--- src/rtl/branch_monitor_pkg.sv ---
// Shared types and helpers for the branch accuracy monitor.
//   mon_state_e    : monitor control state (idle / run / halt)
//   win_cnt_width  : width needed to count 0..win hits
//   sat_inc        : saturating increment for counters up to 32 bits wide
package branch_monitor_pkg;

   typedef enum logic [1:0] {
      StIdle = 2'd0,
      StRun  = 2'd1,
      StHalt = 2'd2
   } mon_state_e;

   localparam int unsigned DEFAULT_WIN = 16;

   function automatic int unsigned win_cnt_width(input int unsigned win);
      return $clog2(win + 1);
   endfunction

   // Width of the window hit counter for the default window depth.
   localparam int unsigned WIN_CNT_W = win_cnt_width(DEFAULT_WIN);

   // All-ones mask of the given width; a 32-bit shift wraps to 0, so 0 - 1 is still all ones.
   function automatic logic [31:0] ones_mask(input int unsigned width);
      return (32'd1 << width) - 32'd1;
   endfunction

   // Increment val, holding at all-ones of the given width.
   function automatic logic [31:0] sat_inc(input logic [31:0] val, input int unsigned width);
      return (val == ones_mask(width)) ? val : val + 32'd1;
   endfunction

endpackage

--- src/rtl/branch_accuracy_monitor_if.sv ---
// Control, sample and statistics bundle of the branch accuracy monitor.
//   master : drives start/stop/clear and the resolved-branch sample, reads the statistics
//   slave  : the monitor itself
interface branch_accuracy_monitor_if
   import branch_monitor_pkg::*;
#(
   parameter int unsigned CNT_W    = 16,
   parameter int unsigned WIN      = 16,
   parameter int unsigned STREAK_W = 8
);

   localparam int unsigned WinCntW = win_cnt_width(WIN);

   logic                start;
   logic                stop;
   logic                clear;
   logic                sample_valid;
   logic                prediction;
   logic                branch_outcome;

   logic [CNT_W-1:0]    total_count;
   logic [CNT_W-1:0]    correct_count;
   logic [CNT_W-1:0]    mispredict_count;
   logic [STREAK_W-1:0] cur_miss_streak;
   logic [STREAK_W-1:0] max_miss_streak;
   logic [WinCntW-1:0]  window_hits;
   logic                window_full;
   logic                low_acc_alarm;
   logic                sat_flag;
   logic                running;

   modport master (
      output start, stop, clear, sample_valid, prediction, branch_outcome,
      input  total_count, correct_count, mispredict_count, cur_miss_streak,
             max_miss_streak, window_hits, window_full, low_acc_alarm, sat_flag, running
   );

   modport slave (
      input  start, stop, clear, sample_valid, prediction, branch_outcome,
      output total_count, correct_count, mispredict_count, cur_miss_streak,
             max_miss_streak, window_hits, window_full, low_acc_alarm, sat_flag, running
   );

endinterface

--- src/rtl/sliding_window_counter.sv ---
// Hit count over the last min(WIN, pushed) samples.
//   clk, reset : clock, synchronous active-high reset
//   clear      : zero the window (beats push)
//   push       : shift bit_in into the window this cycle
//   hits/full  : registered hit count and window-full flag
//   hits_next/full_next : values those registers take on the next edge
// The count is maintained incrementally (in minus out), never by popcount.
module sliding_window_counter
   import branch_monitor_pkg::*;
#(
   parameter int unsigned WIN = 16,
   localparam int unsigned CntW = win_cnt_width(WIN)
) (
   input  logic            clk,
   input  logic            reset,
   input  logic            clear,
   input  logic            push,
   input  logic            bit_in,
   output logic [CntW-1:0] hits,
   output logic [CntW-1:0] hits_next,
   output logic            full,
   output logic            full_next
);

   logic [WIN-1:0]  sr_q, sr_d;
   logic [CntW-1:0] fill_q, fill_d;
   logic [CntW-1:0] hits_q, hits_d;
   logic            full_q, full_d;

   always_comb begin
      sr_d   = sr_q;
      fill_d = fill_q;
      hits_d = hits_q;
      full_d = full_q;
      if (clear) begin
         sr_d   = '0;
         fill_d = '0;
         hits_d = '0;
         full_d = 1'b0;
      end else if (push) begin
         sr_d = {sr_q[WIN-2:0], bit_in};
         if (full_q) begin
            // Oldest sample leaves from the MSB as the new one enters.
            hits_d = hits_q + CntW'(bit_in) - CntW'(sr_q[WIN-1]);
         end else begin
            hits_d = hits_q + CntW'(bit_in);
            fill_d = fill_q + CntW'(1);
            full_d = (fill_d == CntW'(WIN));
         end
      end
   end

   always_ff @(posedge clk) begin
      if (reset) begin
         sr_q   <= '0;
         fill_q <= '0;
         hits_q <= '0;
         full_q <= 1'b0;
      end else begin
         sr_q   <= sr_d;
         fill_q <= fill_d;
         hits_q <= hits_d;
         full_q <= full_d;
      end
   end

   assign hits      = hits_q;
   assign hits_next = hits_d;
   assign full      = full_q;
   assign full_next = full_d;

endmodule

--- src/rtl/branch_accuracy_monitor.sv ---
// Branch prediction accuracy monitor.
// Consumes resolved (prediction, outcome) pairs while running and keeps lifetime counts,
// mispredict streaks, a sliding-window hit count and a hysteretic low-accuracy alarm.
//   clk, reset : clock, synchronous active-high reset
//   bus        : slave side of branch_accuracy_monitor_if (control, sample, statistics)
// All statistics outputs are registered and reflect an accepted sample one edge later.
// Counter widths up to 32 bits are supported by the saturating-increment helper.
module branch_accuracy_monitor
   import branch_monitor_pkg::*;
#(
   parameter int unsigned CNT_W      = 16,
   parameter int unsigned WIN        = 16,
   parameter int unsigned STREAK_W   = 8,
   parameter int unsigned ALARM_LO   = 8,
   parameter int unsigned ALARM_HYST = 2
) (
   input logic                      clk,
   input logic                      reset,
   branch_accuracy_monitor_if.slave bus
);

   localparam int unsigned WinCntW = win_cnt_width(WIN);
   // One extra bit so ALARM_LO + ALARM_HYST may exceed the largest hit count.
   localparam int unsigned CmpW    = WinCntW + 1;
   localparam logic [CmpW-1:0] SetThr = CmpW'(ALARM_LO);
   localparam logic [CmpW-1:0] ClrThr = CmpW'(ALARM_LO + ALARM_HYST);

   mon_state_e          state_q, state_d;
   logic                running_q, running_d;
   logic                accept, hit;

   logic [CNT_W-1:0]    total_q, total_d;
   logic [CNT_W-1:0]    correct_q, correct_d;
   logic [CNT_W-1:0]    miss_q, miss_d;
   logic [STREAK_W-1:0] cur_q, cur_d, cur_inc;
   logic [STREAK_W-1:0] max_q, max_d;
   logic                alarm_q, alarm_d;
   logic                sat_q, sat_d;

   logic [WinCntW-1:0]  win_hits, win_hits_next;
   logic                win_full, win_full_next;
   logic [CmpW-1:0]     hits_cmp;

   // ---------------------------------------------------------------- FSM: state register
   always_ff @(posedge clk) begin
      if (reset) begin
         state_q   <= StIdle;
         running_q <= 1'b0;
      end else begin
         state_q   <= state_d;
         running_q <= running_d;
      end
   end

   // ---------------------------------------------------------------- FSM: next state
   // stop beats start; clear never changes the state.
   always_comb begin
      state_d = state_q;
      unique case (state_q)
         StIdle:  if (bus.start && !bus.stop) state_d = StRun;
         StRun:   if (bus.stop) state_d = StHalt;
         StHalt:  if (bus.start && !bus.stop) state_d = StRun;
         default: state_d = StIdle;
      endcase
   end

   // ---------------------------------------------------------------- FSM: outputs
   // Acceptance uses the current state, so a sample alongside stop still counts.
   always_comb begin
      accept    = bus.sample_valid && (state_q == StRun) && !bus.clear;
      running_d = (state_d == StRun);
   end

   assign hit = (bus.prediction == bus.branch_outcome);

   // ---------------------------------------------------------------- statistics
   assign cur_inc = STREAK_W'(sat_inc(32'(cur_q), STREAK_W));

   always_comb begin
      total_d   = total_q;
      correct_d = correct_q;
      miss_d    = miss_q;
      cur_d     = cur_q;
      max_d     = max_q;
      sat_d     = sat_q;
      if (bus.clear) begin
         total_d   = '0;
         correct_d = '0;
         miss_d    = '0;
         cur_d     = '0;
         max_d     = '0;
         sat_d     = 1'b0;
      end else if (accept) begin
         total_d = CNT_W'(sat_inc(32'(total_q), CNT_W));
         if (&total_q) sat_d = 1'b1;
         if (hit) begin
            correct_d = CNT_W'(sat_inc(32'(correct_q), CNT_W));
            if (&correct_q) sat_d = 1'b1;
            cur_d = '0;
         end else begin
            miss_d = CNT_W'(sat_inc(32'(miss_q), CNT_W));
            if (&miss_q) sat_d = 1'b1;
            cur_d = cur_inc;
            if (&cur_q) sat_d = 1'b1;
            max_d = (cur_inc > max_q) ? cur_inc : max_q;
         end
      end
   end

   // ---------------------------------------------------------------- sliding window
   sliding_window_counter #(
      .WIN (WIN)
   ) u_window (
      .clk       (clk),
      .reset     (reset),
      .clear     (bus.clear),
      .push      (accept),
      .bit_in    (hit),
      .hits      (win_hits),
      .hits_next (win_hits_next),
      .full      (win_full),
      .full_next (win_full_next)
   );

   // ---------------------------------------------------------------- alarm
   // Evaluated on the window's next-state values so it moves on the same edge as the count.
   // It can only be set while full, and only clear/reset empty the window, which also
   // drop the alarm, so it is never seen asserted with a partial window.
   assign hits_cmp = {1'b0, win_hits_next};

   always_comb begin
      alarm_d = alarm_q;
      if (bus.clear) begin
         alarm_d = 1'b0;
      end else if (win_full_next && (hits_cmp < SetThr)) begin
         alarm_d = 1'b1;
      end else if (hits_cmp >= ClrThr) begin
         alarm_d = 1'b0;
      end
   end

   always_ff @(posedge clk) begin
      if (reset) begin
         total_q   <= '0;
         correct_q <= '0;
         miss_q    <= '0;
         cur_q     <= '0;
         max_q     <= '0;
         alarm_q   <= 1'b0;
         sat_q     <= 1'b0;
      end else begin
         total_q   <= total_d;
         correct_q <= correct_d;
         miss_q    <= miss_d;
         cur_q     <= cur_d;
         max_q     <= max_d;
         alarm_q   <= alarm_d;
         sat_q     <= sat_d;
      end
   end

   assign bus.total_count      = total_q;
   assign bus.correct_count    = correct_q;
   assign bus.mispredict_count = miss_q;
   assign bus.cur_miss_streak  = cur_q;
   assign bus.max_miss_streak  = max_q;
   assign bus.window_hits      = win_hits;
   assign bus.window_full      = win_full;
   assign bus.low_acc_alarm    = alarm_q;
   assign bus.sat_flag         = sat_q;
   assign bus.running          = running_q;

endmodule

--- src/flat_wrapper.sv ---
// flat-port wrapper written by rule: the top's interface ports become plain ports
module branch_accuracy_monitor_flat import branch_monitor_pkg::*;
#(
   parameter int unsigned CNT_W      = 16,
   parameter int unsigned WIN        = 16,
   parameter int unsigned STREAK_W   = 8,
   parameter int unsigned ALARM_LO   = 8,
   parameter int unsigned ALARM_HYST = 2
)
  (clk, reset, bus_start, bus_stop, bus_clear, bus_sample_valid, bus_prediction, bus_branch_outcome, bus_total_count, bus_correct_count, bus_mispredict_count, bus_cur_miss_streak, bus_max_miss_streak, bus_window_hits, bus_window_full, bus_low_acc_alarm, bus_sat_flag, bus_running);
  branch_accuracy_monitor_if #(.CNT_W(CNT_W), .WIN(WIN), .STREAK_W(STREAK_W)) bus_i ();
  input logic clk;
  input logic reset;
  input wire logic [$bits(bus_i.start)-1:0] bus_start;
  input wire logic [$bits(bus_i.stop)-1:0] bus_stop;
  input wire logic [$bits(bus_i.clear)-1:0] bus_clear;
  input wire logic [$bits(bus_i.sample_valid)-1:0] bus_sample_valid;
  input wire logic [$bits(bus_i.prediction)-1:0] bus_prediction;
  input wire logic [$bits(bus_i.branch_outcome)-1:0] bus_branch_outcome;
  output wire logic [$bits(bus_i.total_count)-1:0] bus_total_count;
  output wire logic [$bits(bus_i.correct_count)-1:0] bus_correct_count;
  output wire logic [$bits(bus_i.mispredict_count)-1:0] bus_mispredict_count;
  output wire logic [$bits(bus_i.cur_miss_streak)-1:0] bus_cur_miss_streak;
  output wire logic [$bits(bus_i.max_miss_streak)-1:0] bus_max_miss_streak;
  output wire logic [$bits(bus_i.window_hits)-1:0] bus_window_hits;
  output wire logic [$bits(bus_i.window_full)-1:0] bus_window_full;
  output wire logic [$bits(bus_i.low_acc_alarm)-1:0] bus_low_acc_alarm;
  output wire logic [$bits(bus_i.sat_flag)-1:0] bus_sat_flag;
  output wire logic [$bits(bus_i.running)-1:0] bus_running;
  assign bus_i.start = bus_start;
  assign bus_i.stop = bus_stop;
  assign bus_i.clear = bus_clear;
  assign bus_i.sample_valid = bus_sample_valid;
  assign bus_i.prediction = bus_prediction;
  assign bus_i.branch_outcome = bus_branch_outcome;
  assign bus_total_count = bus_i.total_count;
  assign bus_correct_count = bus_i.correct_count;
  assign bus_mispredict_count = bus_i.mispredict_count;
  assign bus_cur_miss_streak = bus_i.cur_miss_streak;
  assign bus_max_miss_streak = bus_i.max_miss_streak;
  assign bus_window_hits = bus_i.window_hits;
  assign bus_window_full = bus_i.window_full;
  assign bus_low_acc_alarm = bus_i.low_acc_alarm;
  assign bus_sat_flag = bus_i.sat_flag;
  assign bus_running = bus_i.running;
  branch_accuracy_monitor #(.CNT_W(CNT_W), .WIN(WIN), .STREAK_W(STREAK_W), .ALARM_LO(ALARM_LO), .ALARM_HYST(ALARM_HYST)) u_core (.clk(clk), .reset(reset), .bus(bus_i));
endmodule
--- config.mk ---
export PLATFORM = sky130hd
export DESIGN_NAME = branch_accuracy_monitor_flat
export DESIGN_NICKNAME = d
export VERILOG_FILES = /design/src/rtl/branch_monitor_pkg.sv /design/src/rtl/branch_accuracy_monitor_if.sv /design/src/rtl/sliding_window_counter.sv /design/src/rtl/branch_accuracy_monitor.sv /design/src/flat_wrapper.sv
export SDC_FILE = /design/constraint.sdc
export NUM_CORES = 1
export LEC_CHECK = 0
export CAP_MARGIN = 20
export CORE_MARGIN = 2
export CORE_UTILIZATION = 47
export DETAILED_ROUTE_END_ITERATION = 7
export GPL_ROUTABILITY_DRIVEN = 0
export PLACE_DENSITY = 0.83
export SETUP_SLACK_MARGIN = 0.02
export SLEW_MARGIN = 15
export SYNTH_ARGS = -nofsm -noshare
export SYNTH_HDL_FRONTEND = slang
export SYNTH_SLANG_ARGS = --single-unit
export TNS_END_PERCENT = 10
--- constraint.sdc ---
create_clock -name clk -period 5.2 [get_ports clk]
set_input_delay 1.04 -clock clk [delete_from_list [all_inputs] [get_ports clk]]
set_output_delay 1.04 -clock clk [all_outputs]
set_load 0.005 [all_outputs]
# --- Word-level counts from Yosys, hierarchy flattened ---
# Cells that the tools add are included.
totals:
  reg_bits: 96
  latchBits: 0
  mem_bits_rw: 0
  mem_bits_ro: 0
  input_bits: 8
  out_inout_bits: 73
  n_memories: 0
op_classes:
  add_sub_neg: 7
  multipliers: 0
  n_div: 0
  n_lt_le_gt_ge: 3
  n_eq_ne: 9
  n_shift: 0
  n_mux: 18
  bitwise: 5
  n_reduce_logical: 19
op_table:
  columns: ["op", "count"]
  rows:
  - ["$add A16 B1 Y16 const B", 3]
  - ["$eq A16 B16 Y1 const B", 3]
  - ["$reduce_and A16 Y1", 3]
  - ["$mux W8", 2]
  - ["$mux W5", 3]
  - ["$mux W1", 10]
  - ["$reduce_and A3 Y1", 3]
  - ["$add A8 B1 Y8 const B", 1]
  - ["$eq A8 B8 Y1 const B", 1]
  - ["$gt A8 B8 Y1", 1]
  - ["$reduce_and A8 Y1", 1]
  - ["$add A5 B1 Y5", 1]
  - ["$add A5 B1 Y5 const B", 1]
  - ["$eq A5 B5 Y1 const B", 1]
  - ["$ge A5 B4 Y1 const B", 1]
  - ["$lt A5 B4 Y1 const B", 1]
  - ["$not A1 Y1", 5]
  - ["$sub A5 B1 Y5", 1]
  - ["$eq A2 B1 Y1 const B", 2]
  - ["$logic_and A1 B1 Y1", 4]
  - ["$mux W2", 2]
  - ["$pmux W2 S2", 1]
  - ["$reduce_and A2 Y1", 2]
  - ["$reduce_or A2 Y1", 2]
  - ["5 further kinds", 6]

# --- Depth between registers and ports, before layout ---
# Gate-level depths: netlist of run 1.
logic_depth:
  word_depth: 9
  depth_mapped: 11
  depth_no_buf: 11

# --- Modules after synthesis ---
# From an unflattened synthesis of run 1, not the netlist that was laid out.
unflattened:
  cells_unflattened: 571
  hier_area_um2: 4863.4
by_module_without_submodules:
  columns: ["module", "n_inst", "cells_each", "area_per_inst_um2", "seq_area_each_um2"]
  rows:
  - ["branch_accuracy_monitor", 1, 425, 3530.9, 1381.3]
  - ["sliding_window_counter", 1, 146, 1332.5, 540.5]

# --- Worst setup path after synthesis of run 1 ---
# OpenSTA, ideal clock, no wires.
synth_timing:
  path_type: "register -> register"
  start: "reg u_core.cur_q[0] (netlist: u_core.bus.cur_miss_streak[0])"
  end: "reg u_core.max_q[0] (netlist: u_core.bus.max_miss_streak[0])"
  setup_ps: 121
  t_arrival_ps: 2959
  slack_ps: 2120
  path_stages_with_launch: 12
  synth_period_minus_slack_ps: 3080
  path_cell_list: "dfxtp_1 > ha_1 > and2_0 > nand4_1 > mux2_2 > ha_1 > nor2b_1 > o21a_1 > o21a_1 > o21ai_0 > a221oi_4 > mux2_4"
synth_via:
  elab_chain_len: 4
synth_lines:
  columns: ["item", "line", "rtl"]
  rows:
  - ["start, declared", "branch_accuracy_monitor.sv:35", "logic [STREAK_W-1:0] cur_q, cur_d, cur_inc;"]
  - ["start signal, assigned", "branch_accuracy_monitor.sv:155", "cur_q <= cur_d;"]
  - ["$add A8 B1 Y8 or $eq A8 B8 Y1 (tied branches)", "branch_monitor_pkg.sv:29", "return (val == ones_mask(width)) ? val : val + 32'd1;"]
  - ["$mux W8 (*)", "branch_monitor_pkg.sv:29", null]
  - ["named net u_core.cur_inc[1]", "branch_accuracy_monitor.sv:35", null]
  - ["$gt A8 B8 Y1 (*)", "branch_accuracy_monitor.sv:105", "max_d = (cur_inc > max_q) ? cur_inc : max_q;"]
  - ["$reduce_and A3 Y1 (no source line) (*)", null, null]
  - ["end signal, assigned", "branch_accuracy_monitor.sv:156", "max_q <= max_d;"]
  - ["end, declared", "branch_accuracy_monitor.sv:36", "logic [STREAK_W-1:0] max_q, max_d;"]
# The timed path passes the listed nets; every way through them passes the cells marked *.
# A chain may end at the register's enable or synchronous reset.

# --- Worst setup path after layout of run 1 ---
# Same ends and word-level chain as after synthesis.

==> metrics.md, run 1 <==
| Metric | Value |
|---|---|
| Crit path DAT | 3.77 ns |
| Number of global-route vias before repair | 3822 |
| Resized Gates After CTS | 0 |
| Die width | 104 um |
| IO buf count | 80 |
| Layout cells sized above 1 | 0.0499 |
| Hold Path Stages | 2 |
| Mapped Area | 4680 um^2 |
| Number of fill cells | 885 |
| Hold buffer count at CTS | 0 |
| Grt ovf | 0 |
| R2r startpoint | u_core.bus.cur_miss_streak[0] |
| Max Slew Vio Count | 0 |
| CP Capture Type | register |
| Slew headroom | 0.300 |
| Worst R2R Path Depth | 11 |
| Initial Util | 0.481 |
| Core area | 9730 um^2 |
| CTS sink count | 96 |
| Distinct cells, synth | 54 |
| CP required | 5.47 ns |
| Pin count of the biggest net entering global routing | 52 |
| Place WS | 1.49 ns |
| H-Tree Depth | 3 |
| Worst vdd ir | 0.145 mV |
| Global-route wire length before repair | 17900 um |
| Clock Tree Buf Depth | 2 |
| Gr usage total | 0.199 |
| CTS tree | yes |
| Tcrit/Tclk final | 0.673 |
| Post-synthesis mux area share | 0.0291 |
| Max cap viols | 0 |
| Worst setup margin | 1.70 ns |
| Antenna cell count | 0 |
| Area share of fa/ha/maj cells after synthesis | 0.0427 |
| Area grow syn2layout | 22.4% |
| Min-delay worst type | register to register |
| HP Start | u_core.u_window.sr_q[10] |
| Top_reg_cell synth | dfxtp_1 |
| Most frequent cells in the layout | 96 x dfxtp_1, 84 x nor2_1, 80 x clkdlybuf4s50_1 |
| RSZ-0062 raised after global routing | false |
| Worst slew pin tran | 1.05 ns |
| # setup viols final | 0 |
| DRC viols | 0 |
| Syn Inst Count | 546 |
| I/O pins | 81 |
| Pwr/cell area | 218 nW/um^2 |
| DR vias/cell | 5.37 |
| Synth Warn # | 0 |
| CP Class | register to register |
| Seq/Total Area, Yosys | 0.410 |
| Clk slew on worst S/H paths | 0.10 ns |
| Vias | 4047 |
| Post-Syn Nets | 570 |
| Rows | 36 |
| Fin crit period | 3.50 ns |
| Critical Path Fanout Max | 8 |
| Synth Area in XOR/XNOR | 0.112 |
| Setup bufs post-CTS | 0 |
| Antenna viol nets, final | 0 |
| Post-Synth Simple-Gate Area | 0.272 |
| DIE HEIGHT | 104 um |
| CTS Root Cell | clkbuf_8 |
| Post-DP HPWL | 7710 um |
| Min-Delay Endpoint | u_core.u_window.sr_q[11] |
| Final wirelength | 10600 um |
| CTS buffer count | 9 |
| WL/cell | 14.0 um |
| Final TNS setup | 0 ns |
| Total leakage power | 1.89 nW |
| Footprint of the multi-input gates | 2610 um^2 |
| FF/Latch Area | 1920 um^2 |
| Outcome | completed |
| Number of nets in the layout | 640 |
| Endpoints failing hold | 0 |
| RR Endpoint | u_core.bus.max_miss_streak[0] |
| Crit start category | register |
| Flop2flop setup slack | 1.70 ns |
| Drt first pass iters | 4 |
| Post-synth EDFFs | 0 |
| Clk Latency, worst-skew pair | 0.38 ns |
| Origin of the worst setup path | u_core.bus.cur_miss_streak[0] |
| Async SR Flop Fraction | 0 |
| Skew final | 0.0199 ns |
| Post-synthesis sequential element count | 96 |
| Initial antenna violation count | 0 |
| DRT iter0 DRCs | 140 |
| Most common cell after layout, fill and taps aside | dfxtp_1 |
| Die footprint | 10800 um^2 |
| Final core utilization | 0.589 |
| Mean post-synth cell area | 8.58 um^2 |
| Combinational family with the most area after synthesis | simple AND/OR/NAND/NOR gates |
| Hold Worst Slack | 0.453 ns |
| Max Freq | 286 MHz |
| Compound-Gate Fraction of Synth Area | 0.101 |
==> critical path, stage by stage, from the launching register on <==
cell and delay [ns]:
dfxtp_1 0.45, ha_1 0.22, and2_0 0.29, nand4_1 0.32, mux2_2 0.40, ha_1 0.29, nor2b_1 0.15, o21a_1 0.14
o21a_1 0.11, o21ai_0 0.13, a221oi_4 0.56, mux2_4 0.34
==> report_power, final <==
part	switching [mW]	internal (mW)
sequential	0.00183	0.736
clock	0.286	0.183
combinational	0.0302	0.0149
==> sequential cells by signal, indices dropped and copies added (netlist names), 2 cells and up <==
signal	flops
u_core.bus.total_count	16
u_core.bus.max_miss_streak	8
u_core.bus.correct_count	16
u_core.u_window.sr_q	16
u_core.state_q	2
u_core.u_window.hits	5
u_core.bus.mispredict_count	16
u_core.bus.cur_miss_streak	8
u_core.u_window.fill_q	5
==> metal layers <==
metal / track usage / vias up / share of wire / wire, um
met1: 0.252 / 1899 / 0.45 / 4800
met3: 0.0334 / 12 / 0.050 / 534
met2: 0.334 / 99 / 0.48 / 5130
met4: 0.0820 / 0 / 0.011 / 116
li1: - / 2037 / - / -
met5: 0 / - / 0 / 0
==> worst max path at each step <==
| stage | cells after the start | slack (ns) | end |
|---|---|---|---|
| 5_1_grt | 11 | 1.45 | u_core.bus.max_miss_streak[0] |
| 3_3_place_gp | 11 | 1.67 | u_core.bus.low_acc_alarm |
| 2_1_floorplan | 11 | 2.12 | u_core.bus.max_miss_streak[0] |
| 3_5_place_dp | 11 | 1.49 | u_core.bus.low_acc_alarm |
| 6_report | 11 | 1.70 | u_core.bus.max_miss_streak[0] |
| 4_1_cts | 11 | 1.71 | u_core.bus.max_miss_streak[0] |
==> cell families (layout without fill, tap and decap cells) <==
group	after synthesis	after routing
compound gates	72	72
xor+xnor	58	58
fa+ha+maj	16	16
buf+inv	34	109
flops	96	96
mux	13	13
simple gates	257	257
==> through the flow <==
step	area [um^2]	instances	total power, mW
2_1_floorplan	4680	546	0.787
5_1_grt	5730	754	1.30
6_report	5730	754	1.25
4_1_cts	5730	754	1.26
3_5_place_dp	5550	738	0.800
3_3_place_gp	5550	738	0.799
==> cell usage after synthesis (2+ instances only) <==
| cell type | instances | area share |
|---|---|---|
| dfxtp_1 | 96 | 0.41 |
| a311oi_1 | 2 | 0.0037 |
| buf_2 | 2 | 0.0021 |
| a31oi_1 | 3 | 0.0040 |
| nand4_1 | 20 | 0.027 |
| a21oi_1 | 31 | 0.033 |
| and3_1 | 9 | 0.012 |
| buf_6 | 2 | 0.0048 |
| nand2_1 | 70 | 0.056 |
| a211oi_1 | 2 | 0.0032 |
| xnor2_1 | 20 | 0.037 |
| clkbuf_1 | 16 | 0.013 |
| ha_1 | 16 | 0.043 |
| a22oi_1 | 8 | 0.013 |
| and4_1 | 12 | 0.022 |
| o21ai_0 | 13 | 0.014 |
| inv_1 | 12 | 0.0096 |
| nor4_1 | 5 | 0.0067 |
| o21a_1 | 4 | 0.0064 |
| nor3_1 | 12 | 0.013 |
| nor2b_1 | 6 | 0.0080 |
| nand3_1 | 20 | 0.021 |
| nor2_1 | 84 | 0.067 |
| and2_1 | 2 | 0.0027 |
| xor2_1 | 36 | 0.067 |
| o31ai_1 | 2 | 0.0032 |
| nand2b_1 | 2 | 0.0027 |
| or3_1 | 2 | 0.0027 |
| mux2i_1 | 11 | 0.024 |
| a21o_1 | 2 | 0.0032 |
==> area by class of cell <==
type	instances	area share
Clock inverter	7	0.0107
Tap cell	133	0.0290
Multi-Input combinational cell	416	0.455
Inverter	12	0.00786
Clock buffer	9	0.0216
Sequential cell	96	0.335
Timing Repair Buffer	81	0.141
Power figures use the tool's default switching activity.
==> run 2: changes to the inputs <==
- clock period: 5.2 -> 3.3 ns (I/O delays scaled with it)
==> run 2 against run 1 <==
Net effect: largest cell class unchanged; clock power rose by 86%; via count grew 3.0%; register-to-register slack got worse by 1.4 ns; largest power group unchanged.
==> metrics.md, run 2 (synthesis gave the netlist of run 1 again) <==
| Metric | Value |
|---|---|
| Outcome | completed (unchanged) |
| Drt first pass iters | 5 (was 4) |
| Number of global-route vias before repair | 3986 (was 3822) |
| Die width | 104 um (unchanged) |
| Vias | 4169 (was 4047) |
| Place WS | 0.0558 ns (was 1.49 ns) |
| Die footprint | 10800 um^2 (unchanged) |
| Antenna viol nets, final | 0 (unchanged) |
| Combinational power share | 0.037 (was 0.036) |
| Skew final | 0.0119 ns (was 0.0199 ns) |
| Min-delay worst type | register to register (unchanged) |
| Worst setup margin | 0.260 ns (was 1.70 ns) |
| DR vias/cell | 5.41 (was 5.37) |
| Antenna cell count | 0 (unchanged) |
| Pwr/cell area | 358 nW/um^2 (was 218 nW/um^2) |
| Min-Delay Endpoint | u_core.u_window.sr_q[13] (was u_core.u_window.sr_q[11]) |
| Worst vdd ir | 0.183 mV (was 0.145 mV) |
| Crit path DAT | 3.34 ns (was 3.77 ns) |
| Max Slew Vio Count | 0 (unchanged) |
| Flop2flop setup slack | 0.26 ns (was 1.70 ns) |
| DRC viols | 0 (unchanged) |
| CTS Root Cell | clkbuf_8 (unchanged) |
| CTS sink count | 96 (unchanged) |
| RR Endpoint | u_core.bus.max_miss_streak[5] (was u_core.bus.max_miss_streak[0]) |
| Global-route wire length before repair | 18400 um (was 17900 um) |
| DR WL met2 | 5360 um (was 5130 um) |
| Tcrit/Tclk final | 0.921 (was 0.673) |
| CP Capture Type | register (unchanged) |
| Most frequent cells in the layout | 96 x dfxtp_1, 84 x nor2_1, 80 x clkdlybuf4s50_1 (unchanged) |
| Final core utilization | 0.606 (was 0.589) |
| Rows | 36 (unchanged) |
| Number of nets in the layout | 656 (was 640) |
| Total leakage power | 1.99 nW (was 1.89 nW) |
| Post-DP HPWL | 8000 um (was 7710 um) |
| Clock Tree Buf Depth | 2 (unchanged) |
| Slowest cell delay on critical path | 0.40 ns (was 0.56 ns) |
| Layout cells sized above 1 | 0.0738 (was 0.0499) |
| Initial antenna violation count | 0 (unchanged) |
| Endpoints failing hold | 0 (unchanged) |
| Tot Pwr | 2.11 mW (was 1.25 mW) |
| IO buf count | 80 (unchanged) |
| Final wirelength | 10900 um (was 10600 um) |
| Final TNS setup | 0 ns (unchanged) |
| Hold buffer count at CTS | 0 (unchanged) |
| Max Freq | 329 MHz (was 286 MHz) |
| Worst R2R Path Depth | 12 (was 11) |
| DRT iter0 DRCs | 164 (was 140) |
| Pin count of the biggest net entering global routing | 37 (was 52) |
| CTS buffer count | 9 (unchanged) |
| Area grow syn2layout | 25.9% (was 22.4%) |
| Clk Latency, worst-skew pair | 0.38 ns (about the same) |
| H-Tree Depth | 3 (unchanged) |
| CP required | 3.60 ns (was 5.47 ns) |
| Clk slew on worst S/H paths | 0.09 ns (was 0.10 ns) |
| CP Class | register to register (unchanged) |
| R2r startpoint | u_core.bus.cur_miss_streak[1] (was u_core.bus.cur_miss_streak[0]) |
| Core area | 9730 um^2 (unchanged) |
| Slew headroom | 0.527 (was 0.300) |
| # setup viols final | 0 (unchanged) |
| I/O pins | 81 (unchanged) |
| Hold Path Stages | 2 (unchanged) |
| Power Internal | 1.64 mW (was 934 uW) |
| Max layer used | met4 (unchanged) |
| Hold Worst Slack | 0.456 ns (was 0.453 ns) |
| Critical Path Fanout Max | 6 (was 8) |
| WL/cell | 14.2 um (was 14.0 um) |
| Fin crit period | 3.04 ns (was 3.50 ns) |
| Part of the power in the clock network | 0.413 (was 0.374) |
| Worst slew pin tran | 0.709 ns (was 1.05 ns) |
| Max cap viols | 0 (unchanged) |
| Gr usage total | 0.204 (was 0.199) |
| Number of fill cells | 849 (was 885) |
| RSZ-0062 raised after global routing | false (unchanged) |
| Met1 WL | 4760 um (was 4800 um) |
| Met3 WL | 614 um (was 534 um) |
| Grt ovf | 0 (unchanged) |
| Most common cell after layout, fill and taps aside | dfxtp_1 (unchanged) |
| DIE HEIGHT | 104 um (unchanged) |
| Initial Util | 0.481 (unchanged) |
| Switch Pwr | 475 uW (was 318 uW) |
| Crit start category | register (unchanged) |
| Flop pwr share | 0.550 (was 0.590) |
| Sw frac | 0.225 (was 0.254) |
| CTS tree | yes (unchanged) |
| HP Start | u_core.u_window.sr_q[12] (was u_core.u_window.sr_q[10]) |
| Slowest CP cell | dfxtp_1 (was a221oi_4) |
| Worst-path cell chain | ha_1 > and2_1 > nand4_1 > mux2_2 > ha_1 > nor2b_1 > o21a_1 > o21a_1 > o21ai_0 > a221oi_4 > buf_4 > mux2i_1 (was ha_1 > and2_0 > nand4_1 > mux2_2 > ha_1 > nor2b_1 > o21a_1 > o21a_1 > o21ai_0 > a221oi_4 > mux2_4) |
run 2: cell type report:
cell class              instances  area [um^2]  share of cell area
multi-input cells             416         2610               0.442
well taps                     133          166              0.0282
repair buffers                 97          928               0.157
clock buffers                  10          138              0.0233
clock inverters                 6         90.1              0.0153
flip-flops and latches         96         1920               0.326
inverters                      12         45.0             0.00764
run 2: how the worst max path moves through the flow:
| stage | end | cells past startpoint | slack (ns) | startpoint |
|---|---|---|---|---|
| final | u_core.bus.max_miss_streak[5] | 12 | 0.26 | u_core.bus.cur_miss_streak[1] |
| after global routing | u_core.bus.max_miss_streak[1] | 12 | 0.04 | u_core.bus.cur_miss_streak[1] |
| after CTS | u_core.bus.max_miss_streak[5] | 12 | 0.17 | u_core.bus.cur_miss_streak[1] |
| after detailed placement | u_core.bus.low_acc_alarm | 11 | 0.06 | bus_branch_outcome |
| after global placement | u_core.bus.low_acc_alarm | 11 | 0.17 | bus_branch_outcome |
| after floorplan | u_core.bus.max_miss_streak[0] | 11 | 0.22 | u_core.bus.cur_miss_streak[0] |
run 2: metrics by stage:
step	instances	cell area, um^2
CTS	770	5900
detailed placement	750	5640
global placement	750	5640
finish	770	5900
floorplan	546	4680
global route	770	5900
run 2: metal layers:
layer,global-route usage,vias to the layer above
met5,0,-
met2,0.348,129
met3,0.0441,21
met4,0.0792,0
met1,0.250,1960
li1,-,2059
run 2: timing repair:
action | in CTS | in global routing
resized for setup | 0 | 1
pin swaps | 1 | 1
setup endpoints to repair | 1 | 8
setup buffers | 4 | 0
hold endpoints to repair | 0 | 0
run 2: power groups by stage:
stage                     registers (mW)  logic [mW]  clock network [mW]
after floorplan                     1.19      0.0509                   0
after global placement              1.19      0.0754                   0
after detailed placement            1.19      0.0775                   0
after CTS                           1.16      0.0788               0.885
after global routing                1.16      0.0856               0.934
final                               1.16      0.0790               0.872
run 2: critical path: cells and delay by family, from the launching register on:
family                   cells  cell delay [ns]
AO/OA/AOI/OAI                4             0.75
adder cells (fa/ha/maj)      2             0.50
buffers and inverters        1             0.19
flip-flops                   1             0.40
multiplexers                 2             0.54
AND/OR/NAND/NOR              3             0.58
